$ cat config.mk
export PLATFORM = sky130hd
export DESIGN_NAME = ll_fifo_scheduler
export DESIGN_NICKNAME = d
export VERILOG_FILES = /design/src/rtl/ll_fifo_scheduler.sv
export SDC_FILE = /design/constraint.sdc
export NUM_CORES = 1
export LEC_CHECK = 0
export BUFFER_PORTS_ARGS = -buffer_cell sky130_fd_sc_hd__buf_2
export CAP_MARGIN = 40
export CORE_MARGIN = 2
export CORE_UTILIZATION = 48
export CTS_BUF_LIST = sky130_fd_sc_hd__clkbuf_8
export DETAILED_ROUTE_END_ITERATION = 7
export MAX_ROUTING_LAYER = met4
export PLACE_DENSITY_LB_ADDON = 0.08
export SYNTH_ARGS = -nofsm -noshare
export SYNTH_HDL_FRONTEND = slang
export SYNTH_SLANG_ARGS = --single-unit
$ cat constraint.sdc
create_clock -name clk -period 4.8 [get_ports clk]
set_input_delay 0.48 -clock clk [delete_from_list [all_inputs] [get_ports clk]]
set_output_delay 0.48 -clock clk [all_outputs]
set_load 0.01 [all_outputs]
$ cat src/rtl/ll_fifo_scheduler.sv
// Front-end scheduler for the shared linked-list multi-FIFO.
// Round-robin arbitrates producer pushes, round-robin schedules pops into a
// registered output stage, and caps each queue's occupancy so no queue can
// hog the shared storage. Assumes NUM_FIFOS >= 2.

// Per-queue occupancy counter; saturates at both ends so it can never wrap.
module ll_fifo_occ #(
  parameter int CNT_WIDTH    = 3,
  parameter int MAX_PER_FIFO = 4
) (
  input  logic                 clk,
  input  logic                 rst,
  input  logic                 inc,
  input  logic                 dec,
  output logic [CNT_WIDTH-1:0] occ,
  output logic                 below_cap
);

  assign below_cap = (occ < CNT_WIDTH'(MAX_PER_FIFO));

  // Count pushes minus pops; a simultaneous push and pop leaves it unchanged.
  always_ff @(posedge clk) begin
    if (rst)
      occ <= '0;
    else if (inc && !dec && below_cap)
      occ <= occ + 1'b1;
    else if (dec && !inc && occ != '0)
      occ <= occ - 1'b1;
  end

endmodule

module ll_fifo_scheduler #(
  parameter int WIDTH        = 8,
  parameter int DEPTH        = 4,
  parameter int NUM_FIFOS    = 2,
  parameter int MAX_PER_FIFO = DEPTH,
  parameter int SEL_WIDTH    = $clog2(NUM_FIFOS),
  parameter int CNT_WIDTH    = $clog2(DEPTH+1)
) (
  input  logic                       clk,
  input  logic                       rst,
  input  logic [NUM_FIFOS-1:0]       in_valid,
  input  logic [NUM_FIFOS*WIDTH-1:0] in_data,
  output logic [NUM_FIFOS-1:0]       in_ready,
  output logic                       out_valid,
  output logic [WIDTH-1:0]           out_data,
  output logic [SEL_WIDTH-1:0]       out_sel,
  input  logic                       out_ready,
  output logic                       push,
  output logic [SEL_WIDTH-1:0]       push_sel,
  output logic [WIDTH-1:0]           data_in,
  output logic                       pop,
  output logic [SEL_WIDTH-1:0]       pop_sel,
  input  logic                       full,
  input  logic [NUM_FIFOS-1:0]       empty,
  input  logic [WIDTH-1:0]           data_out
);

  logic [SEL_WIDTH-1:0]                push_ptr, pop_ptr;
  logic [NUM_FIFOS-1:0][CNT_WIDTH-1:0] occ;
  logic [NUM_FIFOS-1:0][WIDTH-1:0]     in_data_a;
  logic [NUM_FIFOS-1:0]                below_cap, push_elig, pop_elig;
  logic [NUM_FIFOS-1:0]                push_oh, pop_oh;
  logic                                push_found, pop_found, slot_avail;
  logic [SEL_WIDTH-1:0]                push_g, pop_g;

  // Queue index base+off, wrapped modulo NUM_FIFOS.
  function automatic logic [SEL_WIDTH-1:0] wrap_add(input logic [SEL_WIDTH-1:0] base,
                                                    input int off);
    return SEL_WIDTH'((int'(base) + off) % NUM_FIFOS);
  endfunction

  assign in_data_a  = in_data;
  assign slot_avail = ~out_valid | out_ready;
  // Nothing is issued while rst is high, so the shared FIFO sees a clean reset.
  assign push_elig  = in_valid & below_cap & {NUM_FIFOS{~full & ~rst}};
  assign pop_elig   = ~empty & {NUM_FIFOS{slot_avail & ~rst}};

  // Push arbiter: first eligible producer scanning from push_ptr.
  always_comb begin
    push_found = 1'b0;
    push_g     = '0;
    for (int k = 0; k < NUM_FIFOS; k++) begin
      if (!push_found && push_elig[wrap_add(push_ptr, k)]) begin
        push_found = 1'b1;
        push_g     = wrap_add(push_ptr, k);
      end
    end
  end

  // Pop scheduler: first non-empty queue scanning from pop_ptr.
  always_comb begin
    pop_found = 1'b0;
    pop_g     = '0;
    for (int k = 0; k < NUM_FIFOS; k++) begin
      if (!pop_found && pop_elig[wrap_add(pop_ptr, k)]) begin
        pop_found = 1'b1;
        pop_g     = wrap_add(pop_ptr, k);
      end
    end
  end

  // One-hot views of the grants drive in_ready and the occupancy lanes.
  always_comb begin
    push_oh = '0;
    pop_oh  = '0;
    for (int i = 0; i < NUM_FIFOS; i++) begin
      push_oh[i] = push_found && (push_g == SEL_WIDTH'(i));
      pop_oh[i]  = pop_found  && (pop_g  == SEL_WIDTH'(i));
    end
  end

  assign in_ready = push_oh;
  assign push     = push_found;
  assign push_sel = push_g;
  assign data_in  = push_found ? in_data_a[push_g] : '0;
  assign pop      = pop_found;
  assign pop_sel  = pop_g;

  // Round-robin pointers advance past the queue just served.
  always_ff @(posedge clk) begin
    if (rst) begin
      push_ptr <= '0;
      pop_ptr  <= '0;
    end else begin
      if (push_found) push_ptr <= wrap_add(push_g, 1);
      if (pop_found)  pop_ptr  <= wrap_add(pop_g, 1);
    end
  end

  // Output stage: capture the fall-through head on a pop, drop after consume.
  always_ff @(posedge clk) begin
    if (rst) begin
      out_valid <= 1'b0;
      out_data  <= '0;
      out_sel   <= '0;
    end else if (pop_found) begin
      out_valid <= 1'b1;
      out_data  <= data_out;
      out_sel   <= pop_g;
    end else if (out_ready) begin
      out_valid <= 1'b0;
    end
  end

  for (genvar i = 0; i < NUM_FIFOS; i++) begin : g_lane
    ll_fifo_occ #(
      .CNT_WIDTH    (CNT_WIDTH),
      .MAX_PER_FIFO (MAX_PER_FIFO)
    ) u_occ (
      .clk       (clk),
      .rst       (rst),
      .inc       (push_oh[i]),
      .dec       (pop_oh[i]),
      .occ       (occ[i]),
      .below_cap (below_cap[i])
    );
  end

endmodule

==> impl_metrics.env <==
export IMPL_outcome="finished clean"
export IMPL_rows=16
export IMPL_power_density_mw_per_mm2=295
export IMPL_hp_class="in2reg"
export IMPL_post_cts_setup_buffer_count=0
export IMPL_die_width_um=49.5
export IMPL_period_needed_ns=2.78
export IMPL_syn_num_nets=140
export IMPL_clockBufferDepth=2
export IMPL_path_max_fanout=25
export IMPL_portBuffers=55
export IMPL_num_antenna_cells=0
export IMPL_start_util=0.507
export IMPL_cts_buffers=3
export IMPL_synth_edf_count=0
export IMPL_synthCells=106
export IMPL_cts_htree_levels=1
export IMPL_cts_resized=0
export IMPL_vias_per_cell=5.17
export IMPL_ys_seq_area_frac=0.362
export IMPL_leakage_uw=0.000634
export IMPL_post_route_util=0.674
export IMPL_layoutNonFillerInstCount=186
export IMPL_nFillCells=176
export IMPL_globalRoute_totalOverflow=0
export IMPL_slew_headroom=0.489
export IMPL_synthTopCellsByCount="dfxtp_1 (18), nor2_1 (17), mux2i_1 (9)"
export IMPL_cp_slowest_stage_delay_ns=0.60
export IMPL_crit_family="simple AND/OR/NAND/NOR gates"
export IMPL_syn_area_um2=995
export IMPL_crit_path_start_kind="primary input"
export IMPL_clk_pin_slew_worst_paths_ns=0.07
export IMPL_worstPathRequired_ns=4.98
export IMPL_vias=962
export IMPL_irDropWorstVdd_mv=0.237
export IMPL_synth_area_leader_cell="dfxtp_1"
export IMPL_holdWs_ns=0.467
export IMPL_ys_flop_type="dfxtp_1"
export IMPL_routedWlPerCell_um=12.0
export IMPL_path_buf_inv=2
export IMPL_syn_to_final_growth_pct=33.0
export IMPL_routed_wl_um=2230
export IMPL_root_buffer="clkbuf_8"
export IMPL_grt_antenna_before_repair=0
export IMPL_max_freq_ghz=0.360
export IMPL_grt_max_degree=26
export IMPL_crit_path_end_kind="flip-flop"
export IMPL_setup_tns_ns=0
export IMPL_grt_pass1_wl_um=3670
export IMPL_core_area_mm2=0.00196
export IMPL_yosys_top_cells_area="dfxtp_1 (36%), mux2i_1 (9.1%), a22o_1 (7.0%)"
export IMPL_drtIter0Drc=1
export IMPL_setup_viol_count_final=0
export IMPL_final_layout_size_suffix_gt1_frac=0.403
export IMPL_yosysMostFrequentCell="dfxtp_1"
export IMPL_synth_cell_type_count=38
export IMPL_die_height_um=49.5
export IMPL_grt_pass1_vias=867
export IMPL_cts_sinks=18
export IMPL_ys_seq_elements=18
export IMPL_rsz0062_at_grt="no"
export IMPL_die_area_mm2=0.00245
export IMPL_ios=56
export IMPL_synth_top_cell_area_share=0.362
export IMPL_firstDrtPassIters=4
export IMPL_clk_insertion_delay_late_ns=0.25
export IMPL_clock_skew_ns=0.00272
export IMPL_hold_buffers=0
export IMPL_period_share=0.578
export IMPL_tightest_slew_ns=0.756
export IMPL_maxSlewViolCount=0
export IMPL_cts_tree="built"
export IMPL_fin_nets=194
export IMPL_cap_violations=0
export IMPL_drc=0
export IMPL_grtUsageTotal=0.190
export IMPL_path_cells="buf_2, or4b_4, a31oi_4, and2b_1, inv_1, fa_1, or4_1, a31oi_1"
export IMPL_async_flop_share=0
export IMPL_ant_nets=0
export IMPL_placed_cells=182
export IMPL_cp_slowest_cell="or4b_4"
export IMPL_dp_hpwl_um=1710
export IMPL_avgSynthCellArea_um2=9.38
export IMPL_path_class="in2reg"
export IMPL_gp_congestion=0.726
export IMPL_ys_warn_count=0
export IMPL_cp_arrival_ns=2.95
export IMPL_hold_viol=0
==> registers in the layout, indices dropped and copies added (netlist names) <==
signal,count
g_lane.u_occ.occ,6
out_data,8
out_sel,1
out_valid,1
pop_ptr,1
push_ptr,1
==> worst paths after layout <==
check	to	slack, ns	from	cells past startpoint
max	g_lane[0].u_occ.occ[2]	2.02	rst	8
min	out_data[6]	0.47	data_out[6]	3
min reg2reg	out_data[6]	0.49	out_data[6]	2
max reg2reg	g_lane[0].u_occ.occ[2]	2.17	g_lane[0].u_occ.occ[2]	7
==> kinds of logic (layout without fill, tap and decap cells) <==
| logic type | Yosys count | after routing | synth area share |
|---|---|---|---|
| and+or+nand+nor | 35 | 35 | 0.181 |
| AOI/OAI and AO/OA | 28 | 28 | 0.245 |
| DFF | 18 | 18 | 0.362 |
| buffers and inverters | 12 | 65 | 0.0629 |
| muxes | 9 | 9 | 0.0906 |
| adders and majority gates | 2 | 2 | 0.0403 |
| xor gates and xnor gates | 2 | 2 | 0.0176 |
==> worst register-to-register path: cells and delay by family (launching register included) <==
| family | cells | cell delay, ns |
|---|---|---|
| simple gates | 3 | 1.28 |
| compound gates | 2 | 0.49 |
| fa+ha+maj | 1 | 0.37 |
| flops | 1 | 0.35 |
| buf+inv | 1 | 0.06 |
==> power breakdown <==
part           leakage, uW  switching (uW)  total (uW)  internal [uW]
Sequential        0.000148            14.0         177            163
Clock            0.0000288            49.3         122           72.8
Combinational     0.000458            45.5        90.9           45.4
Total             0.000634             109         390            281
==> area by class of cell <==
type | instances | area [um^2] | area share
Sequential cell | 18 | 360 | 0.272
Tap cell | 27 | 33.8 | 0.0255
Timing Repair Buffer | 56 | 283 | 0.214
Inverter | 5 | 18.8 | 0.0142
Clock buffer | 4 | 55.1 | 0.0416
Multi-Input combinational cell | 76 | 572 | 0.432
==> metal layers <==
metal | up-vias | global-route usage | part of all wire
met5 | - | - | 0
met4 | 0 | 0.0509 | 0.0031
met3 | 2 | 0.0424 | 0.041
met2 | 26 | 0.324 | 0.52
met1 | 445 | 0.226 | 0.44
li1 | 489 | - | -
==> per-stage QoR <==
step                      area, um^2  setup slack (ns)  power [uW]
after floorplan                  995              2.35         238
after global placement          1270              1.83         268
after detailed placement        1270              1.77         272
after CTS                       1320              2.03         396
after global routing            1320              1.89         414
final                           1320              2.02         390
==> placed cells by master (no fill, tap or decap), types with 2 or more instances in the layout <==
cell,count
buf_2,55
dfxtp_1,18
nor2_1,17
mux2i_1,9
a22o_1,8
inv_1,5
o21ai_0,4
clkbuf_8,4
nand2_1,3
a21oi_1,3
a31oi_1,3
and2_1,2
nand2b_1,2
xnor2_1,2
nor3_1,2
fa_1,2
(Power assumes the default switching activity.)
